<file path="src/rtl/regfile_arbiter_pkg.sv">
// Shared types and default widths for the register-file arbiter and its helpers.
package regfile_arbiter_pkg;

    localparam int unsigned DefWidth       = 16;
    localparam int unsigned DefRegAddrBits = 16;

    typedef enum logic [1:0] {
        StIdle   = 2'd0,
        StAccess = 2'd1,
        StResp   = 2'd2
    } state_e;

    typedef enum logic {
        PortA = 1'b0,
        PortB = 1'b1
    } port_e;

endpackage

</file>
<file path="src/rtl/rr_arbiter2.sv">
// Two-way round-robin picker; the last-grant pointer is owned by the caller.
module rr_arbiter2
    import regfile_arbiter_pkg::*;
(
    input  logic       req_a,
    input  logic       req_b,
    input  port_e      last_grant,
    output logic [1:0] grant
);

    // grant[0] selects port A, grant[1] selects port B
    always_comb begin
        grant = 2'b00;
        unique case ({req_b, req_a})
            2'b01:   grant = 2'b01;
            2'b10:   grant = 2'b10;
            2'b11:   grant = (last_grant == PortB) ? 2'b01 : 2'b10;
            default: grant = 2'b00;
        endcase
    end

endmodule

</file>
<file path="src/rtl/regfile_arbiter.sv">
// Shares one register file between two req/ack clients with round-robin arbitration.
module regfile_arbiter
    import regfile_arbiter_pkg::*;
#(
    parameter int unsigned WIDTH         = DefWidth,
    parameter int unsigned REG_ADDR_BITS = DefRegAddrBits
) (
    input  logic                     clk,
    input  logic                     rst,

    input  logic                     a_req,
    input  logic                     a_we,
    input  logic [REG_ADDR_BITS-1:0] a_addr,
    input  logic [WIDTH-1:0]         a_wdata,
    output logic                     a_ack,
    output logic [WIDTH-1:0]         a_rdata,

    input  logic                     b_req,
    input  logic                     b_we,
    input  logic [REG_ADDR_BITS-1:0] b_addr,
    input  logic [WIDTH-1:0]         b_wdata,
    output logic                     b_ack,
    output logic [WIDTH-1:0]         b_rdata,

    output logic                     rf_en,
    output logic                     rf_r_or_w,
    output logic [REG_ADDR_BITS-1:0] rf_addr,
    output logic [WIDTH-1:0]         rf_in,
    input  logic [WIDTH-1:0]         rf_out,

    output logic                     busy,
    output logic                     grant_b
);

    state_e                   state_q, state_d;
    port_e                    last_q;
    port_e                    win_q;
    logic [1:0]               grant;
    logic                     take;

    logic                     sel_we;
    logic [REG_ADDR_BITS-1:0] sel_addr;
    logic [WIDTH-1:0]         sel_wdata;

    logic                     rf_en_q;
    logic                     rf_r_or_w_q;
    logic [REG_ADDR_BITS-1:0] rf_addr_q;
    logic [WIDTH-1:0]         rf_in_q;

    logic                     a_ack_q, b_ack_q;
    logic [WIDTH-1:0]         a_rdata_q, b_rdata_q;

    rr_arbiter2 u_arb (
        .req_a      (a_req),
        .req_b      (b_req),
        .last_grant (last_q),
        .grant      (grant)
    );

    always_comb begin
        sel_we    = grant[1] ? b_we    : a_we;
        sel_addr  = grant[1] ? b_addr  : a_addr;
        sel_wdata = grant[1] ? b_wdata : a_wdata;
    end

    always_ff @(posedge clk or posedge rst) begin
        if (rst) begin
            state_q <= StIdle;
        end else begin
            state_q <= state_d;
        end
    end

    // Requests are only looked at in IDLE; ACCESS and RESP are fixed single cycles.
    always_comb begin
        state_d = state_q;
        take    = 1'b0;
        unique case (state_q)
            StIdle: begin
                if (|grant) begin
                    state_d = StAccess;
                    take    = 1'b1;
                end
            end
            StAccess: state_d = StResp;
            StResp:   state_d = StIdle;
            default:  state_d = StIdle;
        endcase
    end

    // The rf_* flops double as the command registers and are zero outside ACCESS,
    // since the register file writes combinationally while en and write are high.
    always_ff @(posedge clk or posedge rst) begin
        if (rst) begin
            rf_en_q     <= 1'b0;
            rf_r_or_w_q <= 1'b0;
            rf_addr_q   <= '0;
            rf_in_q     <= '0;
            win_q       <= PortA;
        end else begin
            rf_en_q <= take;
            if (take) begin
                rf_r_or_w_q <= sel_we;
                rf_addr_q   <= sel_addr;
                rf_in_q     <= sel_wdata;
                win_q       <= grant[1] ? PortB : PortA;
            end else begin
                rf_r_or_w_q <= 1'b0;
                rf_addr_q   <= '0;
                rf_in_q     <= '0;
            end
        end
    end

    always_ff @(posedge clk or posedge rst) begin
        if (rst) begin
            a_ack_q   <= 1'b0;
            b_ack_q   <= 1'b0;
            a_rdata_q <= '0;
            b_rdata_q <= '0;
            last_q    <= PortB;
        end else begin
            a_ack_q <= (state_q == StAccess) && (win_q == PortA);
            b_ack_q <= (state_q == StAccess) && (win_q == PortB);
            if (state_q == StAccess) begin
                if (win_q == PortA) begin
                    a_rdata_q <= rf_r_or_w_q ? '0 : rf_out;
                end else begin
                    b_rdata_q <= rf_r_or_w_q ? '0 : rf_out;
                end
            end
            if (state_q == StResp) begin
                last_q <= win_q;
            end
        end
    end

    assign rf_en     = rf_en_q;
    assign rf_r_or_w = rf_r_or_w_q;
    assign rf_addr   = rf_addr_q;
    assign rf_in     = rf_in_q;
    assign a_ack     = a_ack_q;
    assign b_ack     = b_ack_q;
    assign a_rdata   = a_rdata_q;
    assign b_rdata   = b_rdata_q;
    assign busy      = (state_q != StIdle);
    assign grant_b   = (win_q == PortB);

    a_en_only_in_access: assert property (@(posedge clk) disable iff (rst)
        rf_en_q |-> (state_q == StAccess));
    a_ack_exclusive: assert property (@(posedge clk) disable iff (rst)
        !(a_ack_q && b_ack_q));

endmodule
</file>
<file path="config.mk">
export PLATFORM = sky130hd
export DESIGN_NAME = regfile_arbiter
export DESIGN_NICKNAME = d
export VERILOG_FILES = /design/src/rtl/regfile_arbiter_pkg.sv /design/src/rtl/rr_arbiter2.sv /design/src/rtl/regfile_arbiter.sv
export SDC_FILE = /design/constraint.sdc
export NUM_CORES = 1
export LEC_CHECK = 0
export ABC_AREA = 1
export CAP_MARGIN = 20
export CORE_MARGIN = 2
export CORE_UTILIZATION = 44
export DETAILED_ROUTE_END_ITERATION = 10
export PLACE_DENSITY = 0.87
export SLEW_MARGIN = 40
export SYNTH_ARGS = -nofsm -noshare
export SYNTH_HDL_FRONTEND = slang
export SYNTH_SLANG_ARGS = --single-unit
</file>
<file path="constraint.sdc">
create_clock -name clk -period 4.3 [get_ports clk]
set_input_delay 0.86 -clock clk [delete_from_list [all_inputs] [get_ports clk]]
set_output_delay 0.86 -clock clk [all_outputs]
set_load 0.02 [all_outputs]
</file>
==> impl_metrics.ini, run 1 <==
[layout]
finalNetCount = 640
area_delta_synth_final_pct = 52.5
drive_gt1_frac = 0.0519
n_antenna_cell = 0

[setup_path]
worstPathCellList = clkdlybuf4s50_1
critPathBufInv = 1
slowest_delay_ps = 870
worstPathArrival_ps = 1940
cp_slowest_cell = dfrtp_1
startpoint_type = flop
critical_path_class = reg -> out
critical_path_required_ps = 3440
crit_fanout = 21
r2r.worst_path.cells = 3
critical-path-top-delay-family = flip-flops
cp_num_cells = 1
worst_setup_path_end_kind = output pin

[clock_network]
cts_sinks = 72
cts_hold_buffers = 0
post-cts-setup-buffer-count = 0
numCtsBuffers = 9
cts_tree = built
clock_latency_ps = 330
clock_path_buffers = 2
postCtsResizedCells = 0
clockRootBuffer = clkbuf_8
htreeDepth = 3
path_clk_slew_ps = 70

[global_route]
grt_pass1_vias = 3085
grt_pass1_wl_um = 14400
grt_util_all_layers = 0.218
grt_overflow_total = 0
antenna_found_initial = 0
grt_max_degree = 68

[pwr]
ir_drop_mv = 0.244
seq_power_share = 0.345
comb_power_share = 0.482
p_leak_nw = 2.55
switching_share = 0.398
power_switching_mw = 1.30
clockPowerShare = 0.173
p_int_mw = 1.97
p_per_area_nw_per_um2 = 646

[timing]
slew_viol_final = 0
fin_tns_setup_ps = 0
skew_ps = 9.44
layout_worst_path_cycle_share = 0.651
fmax_mhz = 357
period_needed_ps = 2800
rsz0062_at_grt = no
tightestPinTransition_ps = 799
relSlewSlack = 0.467
hold-worst-slack_ps = 480
setup_violations = 0
hold_violations = 0

[floorplan]
rows = 31
die_area_um2 = 8250
die_w_um = 90.8
die_h_um = 90.8
io_pins = 156
core_um2 = 7290
start_util = 0.455

[yosys]
ys_warn_count = 0
synthCells = 412
ys_top_cells_by_area = dfrtp_1 54%, nand2_1 13%, nand3_1 7.4%
yosysSeqAreaShare = 0.544
syn-mean-instance-area_um2 = 8.05
syn_area_um2 = 3320
async_flop_share = 1.00
syn_nets = 498
synth_edf_count = 0
synthFlopType = dfrtp_1
netlist-cell-type-count = 20
yosysTopAreaCell = dfrtp_1
ys_ff_latch = 72
synth_top_area_share = 0.536
synth.most_common_cell = nand2_1
synth_common_cells = 118 x nand2_1, 71 x dfrtp_1, 52 x inv_1, 50 x nor2_1, 49 x nand3_1

[drt]
vias = 3127
first_pass_iters = 4
avgViaCountPerCell = 4.75
ant_nets = 0
wire_per_inst_um = 13.0
drt_iter0_drc = 88
routed_wl_um = 8570
drc = 0

[placed_design]
dp_hpwl_um = 6240
gp_congestion = 0.845
io_buffers = 155

[run]
cap_viol_max_count = 0

[worst_hold_path]
hold_class = reg -> reg
hold_depth = 2

[status]
run_status = finished clean
[power by group through the flow]
stage | combinational, mW | clock [mW] | sequential, mW
floorplan | 0.597 | 0 | 1.41
global placement | 1.54 | 0 | 1.13
detailed placement | 1.58 | 0 | 1.14
global route | 1.71 | 0.609 | 1.16
CTS | 1.59 | 0.582 | 1.13
finish | 1.58 | 0.566 | 1.13
[per-stage QoR]
stage                      util  cells  power (mW)  setup slack, ps  cell area (um2)
after detailed placement  0.665    642        2.72             1870             4850
after CTS                 0.694    658        3.30             1500             5060
final                     0.694    658        3.27             1500             5060
after global placement    0.664    642        2.67             1690             4840
after global routing      0.694    658        3.48             1430             5060
after floorplan               -    412        2.01             1620             3320
[placed cells by master, fill, tap and decap left out]
cell type,instances
buf_4,2
dfstp_2,1
clkinvlp_4,1
inv_4,1
clkinv_2,1
inv_1,51
nor2_8,1
inv_2,2
nor2_1,50
nand2_4,4
nor2_2,1
nand3_1,49
dfrtp_1,71
o21ai_0,2
clkbuf_1,2
nor2_4,1
buf_2,1
clkdlybuf4s50_1,154
clkbuf_8,9
bufinv_16,2
nand2_1,117
clkinv_4,1
and2_1,1
nor3_4,1
a21oi_1,33
[tightest hold or removal path, delay by kind of cell (launching register included)]
family / cells / cell delay (ps)
flip-flops: 1 / 350
AND/OR/NAND/NOR: 2 / 110
[state kept, by name (all words and copies together) (netlist names)]
register / flops
a_ack: 1
a_rdata: 16
b_ack: 1
b_rdata: 16
grant_b: 1
last_q: 1
rf_addr: 16
rf_en: 1
rf_in: 16
rf_r_or_w: 1
state_q: 2
[area by class of cell]
cell class,count,area [um2]
Clock buffer,11,131
Multi-Input combinational cell,260,1150
Fill cell,591,2230
Tap cell,99,124
Timing Repair Buffer,157,1560
Sequential cell,72,1800
Clock inverter,5,81.3
Inverter,54,205
[cells by family after synthesis]
kind of cell | Yosys count | synth area share
buffers and inverters | 80 | 0.111
flip-flops | 72 | 0.544
AND/OR/NAND/NOR | 225 | 0.292
AO/OA/AOI/OAI | 35 | 0.0528
[per-layer routing]
metal / GRT usage / vias to the layer above / routed length (um)
li1: - / 1535 / -
met1: 0.247 / 1439 / 3270
met2: 0.396 / 144 / 4370
met3: 0.0751 / 9 / 851
met4: 0.0467 / 0 / 76
met5: 0 / - / 0
[path summary, 6_finish.rpt]
| kind | startpoint | endpoint | slack (ps) |
|---|---|---|---|
| setup / recovery | grant_b | grant_b | 1500 |
| hold / removal | b_rdata[5] | b_rdata[5] | 480 |
| setup reg to reg | grant_b | a_rdata[8] | 2640 |
| hold reg to reg | b_rdata[5] | b_rdata[5] | 480 |
| max in group asynchronous | rst | a_rdata[9] | 2620 |
| min in group asynchronous | rst | rf_addr[13] | 950 |
(Power assumes the default switching activity.)
==> run 2, diff against run 1 <==
CORE_UTILIZATION = 41   (was 44)
PLACE_DENSITY = 0.82   (was 0.87)
clock period = 2.6 ns   (was 4.3 ns; I/O delays follow)
==> impl_metrics.ini, run 2 (synthesis gave the netlist of run 1 again) <==
[worst_hold_path]
hold_class = reg -> reg

[clock_network]
cts_sinks = 72
post-cts-setup-buffer-count = 0
path_clk_slew_ps = 80
clockRootBuffer = clkbuf_8
numCtsBuffers = 9
cts_hold_buffers = 0
clock_latency_ps = 340
htreeDepth = 3
postCtsResizedCells = 0
cts_tree = built
clock_path_buffers = 2

[placed_design]
gp_congestion = 0.771
placed_cells = 650
post_dp_cell_area_um2 = 4900
dp_hpwl_um = 6340
io_buffers = 155

[drt]
avgViaCountPerCell = 4.68
drc = 0
routed_wl_um = 8610
ant_nets = 0
drt_iter0_drc = 79
first_pass_iters = 4
vias = 3111
wire_per_inst_um = 12.9

[floorplan]
io_pins = 156
die_w_um = 93.9
start_util = 0.427
rows = 32
die_h_um = 93.9
die_area_um2 = 8830
core_um2 = 7770

[pwr]
power_switching_mw = 2.16
seq_power_share = 0.335
switching_share = 0.405
p_leak_nw = 2.57
p_int_mw = 3.17
comb_power_share = 0.507
p_per_area_nw_per_um2 = 1050
clockPowerShare = 0.157
ir_drop_mv = 0.346

[timing]
hold-worst-slack_ps = 483
fmax_mhz = 460
relSlewSlack = 0.548
tightestPinTransition_ps = 676
slew_viol_final = 0
layout_worst_path_cycle_share = 0.836
rsz0062_at_grt = no
setup_violations = 0
hold_violations = 0
fin_tns_setup_ps = 0
period_needed_ps = 2170
skew_ps = 7.96

[layout]
finalNetCount = 645
final_cell_mix = 154 x clkdlybuf4s50_1, 117 x nand2_1, 71 x dfrtp_1
drive_gt1_frac = 0.0622
area_delta_synth_final_pct = 53.5
final_common_cell = clkdlybuf4s50_1
design_area_um2 = 5090
n_antenna_cell = 0
stdcell_count = 665

[global_route]
grt_max_degree = 50
grt_overflow_total = 0
antenna_found_initial = 0
grt_pass1_vias = 2971
grt_pass1_wl_um = 13700
grt_util_all_layers = 0.201

[setup_path]
cp-endpoint = busy
worstPathArrival_ps = 1650
regToRegSetupSlack_ps = 1130
critical_path_class = reg -> out
worst_setup_path_end_kind = output pin
startpoint_type = flop
r2r.worst_path.cells = 4
r2r-start = grant_b
rr_endpoint = a_rdata[11]
crit_fanout = 4
critical_path_required_ps = 2080
crit_start = state_q[1]

[run]
cap_viol_max_count = 0

[status]
run_status = finished clean
-- run 2: cell types whose count changed in the layout (fill, tap and decap cells not counted), sizes merged --
cell | before | now
clkinv | 2 | 4
bufinv | 2 | 1
clkbuf | 11 | 9
buf | 3 | 8
-- run 2: layout make-up --
type | count | area, um2
clock buffers | 9 | 124
clock inverters | 6 | 61.3
fillers | 630 | 2680
inverters | 54 | 203
multi-input cells | 260 | 1150
flip-flops and latches | 72 | 1800
well taps | 102 | 128
repair buffers | 162 | 1620
-- run 2: power groups by stage --
stage / combinational, mW / clock (mW) / sequential [mW]
2_1_floorplan: 0.988 / 0 / 2.34
3_3_place_gp: 2.67 / 0 / 1.79
3_5_place_dp: 2.73 / 0 / 1.81
4_1_cts: 2.74 / 0.867 / 1.79
5_1_grt: 2.94 / 0.913 / 1.83
6_report: 2.70 / 0.840 / 1.79
-- run 2: worst min-delay path by stage --
stage,start,to,slack [ps],cells after the start
5_1_grt,a_rdata[1],a_rdata[1],500,2
4_1_cts,a_rdata[1],a_rdata[1],490,2
3_3_place_gp,b_rdata[1],b_rdata[1],460,2
6_report,a_rdata[1],a_rdata[1],480,2
3_5_place_dp,a_rdata[1],a_rdata[1],470,2
2_1_floorplan,last_q,last_q,470,2
-- run 2: routing by layer --
| layer | vias up | global-route usage | wire length [um] | part of all wire |
|---|---|---|---|---|
| met2 | 134 | 0.355 | 4320 | 0.50 |
| met5 | - | 0 | 0 | 0 |
| met4 | 0 | 0.0737 | 99 | 0.012 |
| met1 | 1415 | 0.229 | 3360 | 0.39 |
| met3 | 9 | 0.0618 | 822 | 0.096 |
| li1 | 1553 | - | - | - |
-- run 2: worst max-delay path: stages (launching register included) --
cell	delay, ps
dfrtp_1	490
inv_2	70
nand2_4	110
clkdlybuf4s50_1	640
-- run 2: per-stage QoR --
| step | util | setup slack, ps | total power [mW] |
|---|---|---|---|
| 2_1_floorplan | - | 257 | 3.33 |
| 3_3_place_gp | 0.631 | 779 | 4.46 |
| 3_5_place_dp | 0.631 | 723 | 4.54 |
| 4_1_cts | 0.655 | 412 | 5.39 |
| 5_1_grt | 0.655 | 371 | 5.68 |
| 6_report | 0.655 | 427 | 5.33 |
